`config.mk`:
```
export PLATFORM = sky130hd
export DESIGN_NAME = perceptron_accum
export DESIGN_NICKNAME = d
export VERILOG_FILES = /design/src/rtl/perceptron_pkg.sv /design/src/rtl/perceptron_acc_add.sv /design/src/rtl/perceptron_accum.sv
export SDC_FILE = /design/constraint.sdc
export NUM_CORES = 1
export LEC_CHECK = 0
export ABC_AREA = 0
export BUFFER_PORTS_ARGS = -buffer_cell sky130_fd_sc_hd__buf_2
export CORE_ASPECT_RATIO = 0.5
export CORE_MARGIN = 2
export CORE_UTILIZATION = 40
export DETAILED_ROUTE_END_ITERATION = 10
export GPL_TIMING_DRIVEN = 0
export MAX_ROUTING_LAYER = met4
export SYNTH_ARGS = -nofsm -noshare
export SYNTH_HDL_FRONTEND = slang
export SYNTH_SLANG_ARGS = --single-unit
export TNS_END_PERCENT = 10
```
`constraint.sdc`:
```
create_clock -name clk -period 6.1 [get_ports clk]
set_input_delay 0.915 -clock clk [delete_from_list [all_inputs] [get_ports clk]]
set_output_delay 0.915 -clock clk [all_outputs]
set_load 0.1 [all_outputs]
```
`src/rtl/perceptron_pkg.sv`:
```
// -----------------------------------------------------------------------------
// perceptron_pkg
//   Shared definitions for the perceptron accumulator and the upstream
//   12-operand 3-bit Wallace compressor wrapper.
//   Contents:
//     state_t            accumulator FSM states {IDLE, ACCUM, DONE}
//     WALLACE_SUM_W      width of one compressed sum beat (7 bits)
//     WALLACE_SUM_MAX    largest legal compressed sum (12 * 7 = 84)
//     DEFAULT_*          default accumulator sizing shared across the slice
// -----------------------------------------------------------------------------
package perceptron_pkg;

    localparam int unsigned WALLACE_SUM_W   = 7;
    localparam int unsigned WALLACE_SUM_MAX = 84;

    localparam int unsigned DEFAULT_ACC_W     = 12;
    localparam int unsigned DEFAULT_MAX_BEATS = 32;
    localparam int unsigned DEFAULT_CNT_W     = 6;

    typedef enum logic [1:0] {
        IDLE  = 2'd0,
        ACCUM = 2'd1,
        DONE  = 2'd2
    } state_t;

endpackage

```
`src/rtl/perceptron_acc_add.sv`:
```
// -----------------------------------------------------------------------------
// perceptron_acc_add
//   Combinational accumulator adder: o_sum = i_acc + zero-extended i_addend.
//   Optional feature macro: PERCEPTRON_ACC_SAT_EN
//     defined   : ACC_W+1 bit add; on carry-out the sum clamps to all-ones and
//                 o_ovf is raised.
//     undefined : plain modulo-2^ACC_W add; o_ovf is constant 0.
//   Ports:
//     i_acc     [ACC_W-1:0]          current accumulator value
//     i_addend  [WALLACE_SUM_W-1:0]  compressed sum beat
//     o_sum     [ACC_W-1:0]          next accumulator value
//     o_ovf                          saturation occurred on this add
// -----------------------------------------------------------------------------
module perceptron_acc_add
    import perceptron_pkg::*;
#(
    parameter int unsigned ACC_W = DEFAULT_ACC_W
) (
    input  logic [ACC_W-1:0]         i_acc,
    input  logic [WALLACE_SUM_W-1:0] i_addend,
    output logic [ACC_W-1:0]         o_sum,
    output logic                     o_ovf
);

`ifdef PERCEPTRON_ACC_SAT_EN
    logic [ACC_W:0] w_wide;

    assign w_wide = {1'b0, i_acc} + {{(ACC_W + 1 - WALLACE_SUM_W){1'b0}}, i_addend};
    assign o_sum  = w_wide[ACC_W] ? {ACC_W{1'b1}} : w_wide[ACC_W-1:0];
    assign o_ovf  = w_wide[ACC_W];
`else
    assign o_sum = i_acc + {{(ACC_W - WALLACE_SUM_W){1'b0}}, i_addend};
    assign o_ovf = 1'b0;
`endif

endmodule

```
`src/rtl/perceptron_accum.sv`:
```
// -----------------------------------------------------------------------------
// perceptron_accum
//   Accumulates the compressed-sum beats of one input vector and compares the
//   total against a threshold sampled on the vector's first beat. The result
//   is presented on a valid/ready output port and held until accepted.
//   Optional feature macro: PERCEPTRON_ACC_SAT_EN (saturating accumulator,
//   handled entirely inside perceptron_acc_add).
//   Ports:
//     clk, reset          single clock; synchronous active-high reset
//     in_valid/in_ready   input beat handshake (in_ready = state != DONE)
//     sum_in              7-bit compressed sum beat
//     in_last             final beat of the current vector
//     threshold           firing threshold, sampled on the first beat
//     out_valid/out_ready result handshake
//     out_sum             accumulated total
//     out_fire            out_sum >= sampled threshold (unsigned)
//     out_beats           beats accepted in the vector
//     out_err             vector force-terminated at MAX_BEATS
//     out_ovf             accumulator saturated during the vector
// -----------------------------------------------------------------------------
module perceptron_accum
    import perceptron_pkg::*;
#(
    parameter int unsigned ACC_W     = DEFAULT_ACC_W,
    parameter int unsigned MAX_BEATS = DEFAULT_MAX_BEATS,
    parameter int unsigned CNT_W     = DEFAULT_CNT_W
) (
    input  logic                     clk,
    input  logic                     reset,
    input  logic                     in_valid,
    output logic                     in_ready,
    input  logic [WALLACE_SUM_W-1:0] sum_in,
    input  logic                     in_last,
    input  logic [ACC_W-1:0]         threshold,
    output logic                     out_valid,
    input  logic                     out_ready,
    output logic [ACC_W-1:0]         out_sum,
    output logic                     out_fire,
    output logic [CNT_W-1:0]         out_beats,
    output logic                     out_err,
    output logic                     out_ovf
);

    state_t             r_state;
    logic [ACC_W-1:0]   r_acc;
    logic [ACC_W-1:0]   r_thr;
    logic [CNT_W-1:0]   r_cnt;
    logic               r_err;
    logic               r_ovf;
    logic               r_fire;

    logic               w_beat;
    logic [ACC_W-1:0]   w_add_a;
    logic [ACC_W-1:0]   w_sum;
    logic               w_ovf;
    logic [CNT_W-1:0]   w_cnt_inc;
    logic [ACC_W-1:0]   w_thr_eff;
    logic               w_fire;
    logic               w_hit_max;

    assign in_ready = (r_state != DONE);
    assign w_beat   = in_valid && in_ready;

    // The first beat of a vector starts from zero rather than the stale total.
    assign w_add_a   = (r_state == IDLE) ? '0 : r_acc;
    // In IDLE the threshold register has not been loaded yet, so compare
    // against the live input for single-beat vectors.
    assign w_thr_eff = (r_state == IDLE) ? threshold : r_thr;
    assign w_fire    = (w_sum >= w_thr_eff);
    assign w_cnt_inc = r_cnt + CNT_W'(1);
    assign w_hit_max = (w_cnt_inc == CNT_W'(MAX_BEATS));

    perceptron_acc_add #(
        .ACC_W (ACC_W)
    ) u_acc_add (
        .i_acc    (w_add_a),
        .i_addend (sum_in),
        .o_sum    (w_sum),
        .o_ovf    (w_ovf)
    );

    always_ff @(posedge clk) begin
        if (reset) begin
            r_state <= IDLE;
            r_acc   <= '0;
            r_thr   <= '0;
            r_cnt   <= '0;
            r_err   <= 1'b0;
            r_ovf   <= 1'b0;
            r_fire  <= 1'b0;
        end else begin
            case (r_state)
                IDLE: begin
                    if (w_beat) begin
                        r_acc <= w_sum;
                        r_thr <= threshold;
                        r_cnt <= CNT_W'(1);
                        r_err <= 1'b0;
                        r_ovf <= w_ovf;
                        if (in_last) begin
                            r_fire  <= w_fire;
                            r_state <= DONE;
                        end else begin
                            r_state <= ACCUM;
                        end
                    end
                end
                ACCUM: begin
                    if (w_beat) begin
                        r_acc <= w_sum;
                        r_cnt <= w_cnt_inc;
                        // Overflow stays sticky for the rest of the vector.
                        r_ovf <= r_ovf | w_ovf;
                        if (in_last) begin
                            r_fire  <= w_fire;
                            r_state <= DONE;
                        end else if (w_hit_max) begin
                            r_fire  <= w_fire;
                            r_err   <= 1'b1;
                            r_state <= DONE;
                        end
                    end
                end
                DONE: begin
                    if (out_ready) begin
                        r_acc   <= '0;
                        r_cnt   <= '0;
                        r_err   <= 1'b0;
                        r_ovf   <= 1'b0;
                        r_fire  <= 1'b0;
                        r_state <= IDLE;
                    end
                end
                default: r_state <= IDLE;
            endcase
        end
    end

    assign out_valid = (r_state == DONE);
    assign out_sum   = r_acc;
    assign out_fire  = r_fire;
    assign out_beats = r_cnt;
    assign out_err   = r_err;
    assign out_ovf   = r_ovf;

endmodule

```
==> flow_metrics.tcl, run 1 <==
set metrics [dict create \
    synthesis.instances 301 \
    dp_slack_ps 1610 \
    crit_type "register to register" \
    ys_seq_elements 34 \
    nNetsFinal 402 \
    io_pins 47 \
    drc_errors 0 \
    initial_core_util_pct 42.9 \
    dieHeight_um 59.1 \
    irDropWorstVdd_mv 0.113 \
    r2r-end "out_fire" \
    hold_path.class "register to register" \
    drt_iter0_markers 102 \
    synth_edf_count 0 \
    synth_nets 350 \
    avgSynthCellArea_sq_um 8.07 \
    antenna_found_initial 0 \
    min_period_ps 4570 \
    path_clk_slew_ps 50 \
    slew_viol_final 0 \
    die_w_um 114 \
    cts-root-buf "clkbuf_16" \
    setup_viol 0 \
    async_reset_ff_share_pct 0 \
    period_share_pct 75.0 \
    regToRegSetupSlack_ps 1530 \
    port_buffers 45 \
    cts_resized 0 \
    fin_skew_ps 4.98 \
    cts_max_path_buffers 2 \
    grt_pass1_wl_mm 10.1 \
    cp-end-kind "register" \
    use_met2_pct 29.3 \
    hold_path_depth 2 \
    p_per_area_nw_per_um2 252 \
    finalHoldViolCount 0 \
    maxCapViolations 0 \
    synth_top_area_cell "dfxtp_1" \
    gp_congestion 0.873 \
    required_ps 6230 \
    critical_path.startpoint "r_state[0]" \
    r2r-start "r_state[0]" \
    ys_warn_count 0 \
    ff2ff_path_depth 18 \
    row_count 19 \
    grt_max_degree 11 \
    post_cts_buffers 0 \
    dp_hpwl_mm 4.86 \
    h-tree-depth 2 \
    cp_max_fo 10 \
    syn_to_final_growth_pct 18.7 \
    first_pass_iters 5 \
    ys_types 52 \
    rsz0062_at_grt "no" \
    cts.sinks 34 \
    worst_slack_ps 1530 \
    fin_setup_tns_ps 0 \
    numCtsBuffers 5 \
    via_per_inst 5.58 \
    first_global_vias 2089 \
    synth.top_cell.area_share_pct 28.0 \
    diodes 0 \
    met1_usage_pct 27.8 \
    grt-ovfl-total 0 \
    nFillCells 575 \
    ant_nets 0 \
    synthTopCellsByArea "dfxtp_1 28%, ha_1 12%, a21oi_1 6.4%" \
    cts_tree "built" \
    worst_pin_slew_ps 996 \
    status "completed" \
    postCtsHoldBufs 0 \
    multi_input_area_sq_um 1660 \
    track_usage_pct 19.7 \
    wire_per_inst_um 14.5 \
    grt.busiest_layer "met2" \
    vias 2372 \
    syn-cell-area_sq_um 2430 \
    die-area_sq_um 6750 \
    insertion_delay_ps 280 \
    ys_seq_area_share_pct 28.0 \
    totalWireLength_mm 6.16 \
    slew_headroom_pct 33.2 \
    fin_util_pct 51.0 \
    grt.met3_usage_pct 4.70 \
    seqCellArea_sq_um 681 \
    leakage_nw 1.29 \
    start_kind "register" \
    drive_above_1_share_pct 17.3 \
    fmax_mhz 219 \
    core_area_sq_um 5660 \
    worstHoldStart "r_thr[8]" \
    hold_end "r_thr[8]" \
    synth_ff_type "dfxtp_1" \
    critPathArrivalTime_ps 4700 \
]
[power by group]
group / switching (W) / total, W / internal, W
clock network: 0.0000905 / 0.000248 / 0.000158
registers: 0.00000979 / 0.000247 / 0.000237
logic: 0.000160 / 0.000232 / 0.0000723
total: 0.000260 / 0.000727 / 0.000467
[synthesized netlist by cell type (2+ instances only)]
cell	n
o21ai_0	10
or2_2	2
nand3_1	22
xor2_1	4
dfxtp_1	34
nand4_1	6
or4b_1	2
a31oi_1	5
a211oi_1	4
a21o_1	4
nor2_1	16
nand2b_1	4
nor2b_1	13
nand2_1	37
ha_1	24
xnor2_1	5
a22o_1	3
a21oi_1	31
buf_1	4
nor3_1	4
or3_1	2
a311oi_1	2
or4_1	3
clkbuf_1	9
mux2i_1	14
inv_1	6
nand3b_1	2
o211ai_1	5
[layout make-up]
class / instances / share of cell area [%]
sequential: 34 / 23.6
multi-input combinational: 246 / 57.5
buffer: 15 / 2.34
clock buffer: 6 / 4.81
timing repair buffer: 45 / 7.81
tap: 73 / 3.17
inverter: 6 / 0.781
[placed cells by master (no fill, tap or decap), types with 2 or more instances in the layout]
cell type / instances
nand2b_1: 4
o21ai_0: 10
a211oi_1: 4
nand3b_1: 2
clkbuf_1: 9
xnor2_1: 5
nor3_1: 4
or3_1: 2
clkbuf_16: 5
nand3_1: 22
a31oi_1: 5
nand2_1: 37
xor2_1: 4
o211ai_1: 5
a21oi_1: 31
a311oi_1: 2
buf_2: 45
or4_1: 3
nor2_1: 16
or4b_1: 2
nor2b_1: 13
nand4_1: 6
buf_1: 4
a21o_1: 4
dfxtp_1: 34
mux2i_1: 14
a22o_1: 3
inv_1: 6
or2_2: 2
ha_1: 24
[worst max-delay path by stage]
stage / end / slack [ps] / depth (start not counted)
6_report: out_fire / 1530 / 18
5_1_grt: out_fire / 1150 / 17
4_1_cts: out_fire / 1550 / 18
3_5_place_dp: out_fire / 1610 / 17
3_3_place_gp: out_fire / 1620 / 18
2_1_floorplan: out_fire / 2400 / 13
[metrics by stage]
stage               hold WS [ps]  instances  area [sq um]  power, W
finish                       450        425          2890  0.000727
detailed placement           447        419          2750  0.000482
global placement             441        419          2750  0.000478
floorplan                    434        301          2430  0.000430
CTS                          454        425          2890  0.000731
global route                 478        425          2890  0.000765
[flip-flops by register name (all words and copies together), names as in the netlist]
register and flops:
r_state 2, out_beats 6, out_sum 12, r_thr 12
out_fire 1, out_err 1
[worst max-delay path, cell delays in order, from the launching register on]
cell      delay [ps]
dfxtp_1          340
inv_1             90
ha_1             160
buf_6            140
clkbuf_1         460
nor2b_1          100
ha_1             230
fa_1             430
a211oi_1         240
o21bai_1         180
a22o_1           270
xnor2_1          170
nor2_1            60
ha_1             340
o21a_1           190
o211ai_1         170
a21oi_1           80
o311ai_0         600
mux2i_1          160
[kinds of logic after synthesis]
logic type / share of synthesized area (%)
adders and majority gates: 13.2
xor gates and xnor gates: 3.24
AOI/OAI and AO/OA: 19.2
and+or+nand+nor: 26.3
other: 0.154
DFF: 28.0
muxes: 6.23
buffers and inverters: 3.71
[routing by layer]
metal	share of wire, %	up-vias
li1	-	1196
met1	51	1114
met2	43	60
met3	5.8	2
met4	0.23	0
met5	0	-
No activity file was read; power rests on OpenSTA's default activity.
==> run 2: changes to the inputs <==
- clock period: 6.1 -> 4.67 ns (I/O delays scaled with it)
==> run 2 against run 1 <==
Against the previous run:
- register-to-register slack got worse by 1100 ps
- clock skew is 0.68 ps lower
- sequential power increased by 30%
- clock power increased by 31%
- via count down 0.76%
- largest power group unchanged
- core utilization is essentially flat
- worst hold slack hardly changed
- critical endpoint unchanged
- count of clock-buffer cells in the layout unchanged
- combinational power is 31% higher
- largest cell class unchanged
==> flow_metrics.tcl, run 2 (synthesis gave the netlist of run 1 again) <==
set metrics [dict create \
    status "completed" \
    fin_setup_tns_ps 0 \
    critical_path.cell_chain "inv_1 > ha_1 > buf_6 > clkbuf_2 > nor2b_1 > ha_1 > a21o_1 > a21oi_1 > a21oi_1 > or4b_1 > nand4_1 > ha_1 > nand4_1 > nor2_1 > a221o_1 > o311ai_1 > mux2i_1" \
    path_delay_family "compound AO/OA/AOI/OAI gates" \
    initial_core_util_pct 42.9 \
    min_period_ps 4210 \
    io_pins 47 \
    grt-ovfl-total 0 \
    dp_slack_ps 183 \
    worst_slack_ps 459 \
    core_area_sq_um 5660 \
    dieHeight_um 59.1 \
    period_share_pct 90.2 \
    path_clk_slew_ps 50 \
    required_ps 4810 \
    syn_to_final_growth_pct 18.8 \
    first_global_vias 2089 \
    track_usage_pct 19.7 \
    cts_resized 0 \
    layout_commonest_cell "buf_2" \
    row_count 19 \
    vias 2354 \
    critPathArrivalTime_ps 4350 \
    die_w_um 114 \
    postCtsHoldBufs 0 \
    wire_per_inst_um 14.5 \
    totalWireLength_mm 6.16 \
    first_pass_iters 5 \
    cts_tree "built" \
    post_cts_buffers 0 \
    drc_errors 0 \
    layout_common_cells "45 x buf_2, 37 x nand2_1, 34 x dfxtp_1" \
    p_per_area_nw_per_um2 329 \
    maxCapViolations 0 \
    cts-root-buf "clkbuf_16" \
    nNetsFinal 402 \
    die-area_sq_um 6750 \
    cpMaxStageDelayCell "or4b_1" \
    crit_path_frequent_cell "ha_1" \
    h-tree-depth 2 \
    fmax_mhz 237 \
    via_per_inst 5.54 \
    numCtsBuffers 5 \
    irDropWorstVdd_mv 0.147 \
    cp-end-kind "register" \
    diodes 0 \
    cts.sinks 34 \
    max_stage_delay_ps 510 \
    slew_viol_final 0 \
    crit_type "register to register" \
    fin_skew_ps 4.30 \
    ant_nets 0 \
    antenna_found_initial 0 \
    insertion_delay_ps 280 \
    hold_path.class "register to register" \
    cts_max_path_buffers 2 \
    worst_pin_slew_ps 973 \
    finalHoldViolCount 0 \
    grt_pass1_wl_mm 10.1 \
    leakage_nw 1.29 \
    crit_buf_inv 3 \
    grt_max_degree 11 \
    setup_viol 0 \
    start_kind "register" \
    rsz0062_at_grt "no" \
    slew_headroom_pct 34.7 \
    cp_max_fo 10 \
    port_buffers 45 \
    gp_congestion 0.873 \
    drt_iter0_markers 104 \
    dp_hpwl_mm 4.86 \
    drive_above_1_share_pct 17.6 \
]
run 2: cell counts in the layout (fill, tap and decap cells not counted):
No cell type changed its count.
run 2: path summary, 6_finish.rpt:
path | cells past startpoint | start | endpoint | slack [ps]
max reg2reg | 17 | r_state[0] | out_fire | 460
min | 2 | r_thr[8] | r_thr[8] | 450
max | 17 | r_state[0] | out_fire | 460
min reg2reg | 2 | r_thr[8] | r_thr[8] | 450
run 2: stage by stage:
stage / area (sq um) / utilization [%] / power [W] / instances / hold WS [ps]
after detailed placement: 2750 / 48.5 / 0.000630 / 419 / 447
after global routing: 2890 / 51.0 / 0.00100 / 425 / 478
after floorplan: 2430 / - / 0.000561 / 301 / 434
final: 2890 / 51.0 / 0.000950 / 425 / 450
after global placement: 2750 / 48.5 / 0.000624 / 419 / 441
after CTS: 2890 / 51.0 / 0.000954 / 425 / 454
run 2: layout make-up:
cell class / instances / area (sq um)
plain buffers: 15 / 68.8
inverters: 6 / 22.5
repair buffers: 45 / 225
multi-input cells: 246 / 1660
fillers: 574 / 2770
flip-flops and latches: 34 / 681
well taps: 73 / 91.3
clock buffers: 6 / 139
run 2: power breakdown:
group	switching [W]	total, W	internal, W
sequential	0.0000128	0.000322	0.000309
combinational	0.000209	0.000304	0.0000949
clock	0.000118	0.000324	0.000206
run 2: routing by layer:
metal / up-vias / global-route usage (%) / routed length, um
met1: 1097 / 27.8 / 3150
met2: 61 / 29.3 / 2650
met3: 4 / 4.70 / 347
met4: 0 / 3.14 / 16
met5: - / - / 0
li1: 1192 / - / -
run 2: worst min-delay path, cell delays in order (launching register included):
cell     delay, ps
dfxtp_1        300
nand2_1         50
a21oi_1         50
==> run 3: changes to the inputs <==
- CTS_BUF_LIST: not set -> sky130_fd_sc_hd__clkbuf_8
- CTS_CLUSTER_SIZE: not set -> 14
==> run 3 against run 2 <==
Against the previous run:
- worst hold slack improved by 2.9 ps
- final cell count is the same
- critical path depth did not move
- setup slack lost 4.2 ps
- global-route usage decreased by 0.19 points
- largest cell class unchanged
- clock skew rose by 2.6 ps
- combinational power about the same
- fmax is essentially flat
==> flow_metrics.tcl, run 3 (synthesis gave the netlist of run 1 again) <==
set metrics [dict create \
    hold_path_depth 2 \
    start_kind "register" \
    initial_core_util_pct 42.9 \
    setup_viol 0 \
    maxCapViolations 0 \
    nNetsFinal 402 \
    row_count 19 \
    cp-end-kind "register" \
    dieHeight_um 59.1 \
    min_period_ps 4220 \
    postCtsHoldBufs 0 \
    first_global_vias 2054 \
    critPathArrivalTime_ps 4360 \
    required_ps 4820 \
    fin_setup_tns_ps 0 \
    cts_resized 0 \
    r2r-start "r_state[0]" \
    totalWireLength_mm 6.14 \
    worstHoldStart "r_thr[8]" \
    ff2ff_path_depth 17 \
    die-area_sq_um 6750 \
    drive_above_1_share_pct 17.6 \
    fmax_mhz 237 \
    grt-ovfl-total 0 \
    diodes 0 \
    cts-root-buf "clkbuf_8" \
    drc_errors 0 \
    post_cts_buffers 0 \
    multi_input_area_sq_um 1660 \
    period_share_pct 90.3 \
    cts.sinks 34 \
    die_w_um 114 \
    finalHoldViolCount 0 \
    layout_common_cells "45 x buf_2, 37 x nand2_1, 34 x dfxtp_1" \
    leakage_nw 1.26 \
    hold_path.class "register to register" \
    io_pins 47 \
    rsz0062_at_grt "no" \
    hold_end "r_thr[8]" \
    r2r-end "out_fire" \
    status "completed" \
    slew_viol_final 0 \
    cts_tree "built" \
    fin_util_pct 50.0 \
    path_clk_slew_ps 70 \
    nFillCells 579 \
    vias 2338 \
    p_per_area_nw_per_um2 299 \
    final_cell_area_sq_um 2830 \
    syn_to_final_growth_pct 16.5 \
    insertion_delay_ps 290 \
    cp_max_fo 10 \
    cts_max_path_buffers 2 \
    slew_headroom_pct 35.5 \
    crit_type "register to register" \
    via_per_inst 5.50 \
    post_dp_cell_area_sq_um 2750 \
    layout_commonest_cell "buf_2" \
    h-tree-depth 2 \
    dp_hpwl_mm 4.86 \
    drt_iter0_markers 119 \
    gp_congestion 0.873 \
    irDropWorstVdd_mv 0.138 \
    antenna_found_initial 0 \
    ant_nets 0 \
    wire_per_inst_um 14.4 \
    fin_skew_ps 6.94 \
    grt_max_degree 11 \
    port_buffers 45 \
    grt_pass1_wl_mm 9.98 \
    core_area_sq_um 5660 \
    seqCellArea_sq_um 681 \
    regToRegSetupSlack_ps 450 \
    worst_pin_slew_ps 961 \
    first_pass_iters 4 \
    track_usage_pct 19.5 \
    numCtsBuffers 5 \
]
run 3: how the worst max path moves through the flow:
stage | startpoint | endpoint | slack [ps]
final | r_state[0] | out_fire | 450
after global routing | r_state[0] | out_fire | 90
after CTS | r_state[0] | out_fire | 130
after detailed placement | r_state[0] | out_fire | 180
after global placement | r_state[0] | out_fire | 190
after floorplan | out_sum[3] | out_fire | 970
run 3: report_power, final:
group | switching (W) | total (W) | internal [W]
Clock | 0.000106 | 0.000220 | 0.000114
Sequential | 0.0000128 | 0.000322 | 0.000309
Combinational | 0.000209 | 0.000304 | 0.0000949
run 3: worst max-delay path, cell delays in order (launching register included):
cell and delay [ps]:
dfxtp_1 380, inv_1 80, ha_1 200, buf_6 140, clkbuf_2 230, nor2b_1 160
ha_1 300, a21o_1 210, a21oi_1 290, a21oi_1 210, or4b_1 510, nand4_1 110
ha_1 260, nand4_1 100, nor2_1 60, a221o_1 290, o311ai_1 400, mux2i_1 140
run 3: layout make-up:
| class | count | area share [%] |
|---|---|---|
| Timing Repair Buffer | 45 | 7.96 |
| Buffer | 15 | 2.43 |
| Inverter | 6 | 0.796 |
| Tap cell | 73 | 3.23 |
| Multi-Input combinational cell | 246 | 58.6 |
| Sequential cell | 34 | 24.0 |
| Clock buffer | 6 | 2.92 |
run 3: through the flow:
| step | power (W) | instances | hold WS (ps) | setup WS (ps) |
|---|---|---|---|---|
| 4_1_cts | 0.000850 | 425 | 456 | 135 |
| 3_5_place_dp | 0.000630 | 419 | 447 | 183 |
| 5_1_grt | 0.000894 | 425 | 480 | 94.7 |
| 6_report | 0.000846 | 425 | 453 | 455 |
| 3_3_place_gp | 0.000624 | 419 | 441 | 190 |
| 2_1_floorplan | 0.000561 | 301 | 434 | 967 |
run 3: layer usage:
layer	wire length, um	share of wire [%]	track usage (%)	vias to the layer above
li1	-	-	-	1194
met1	3140	51	27.9	1084
met2	2600	42	28.5	56
met3	359	5.8	4.70	4
met4	29	0.47	3.14	0
met5	0	0	-	-
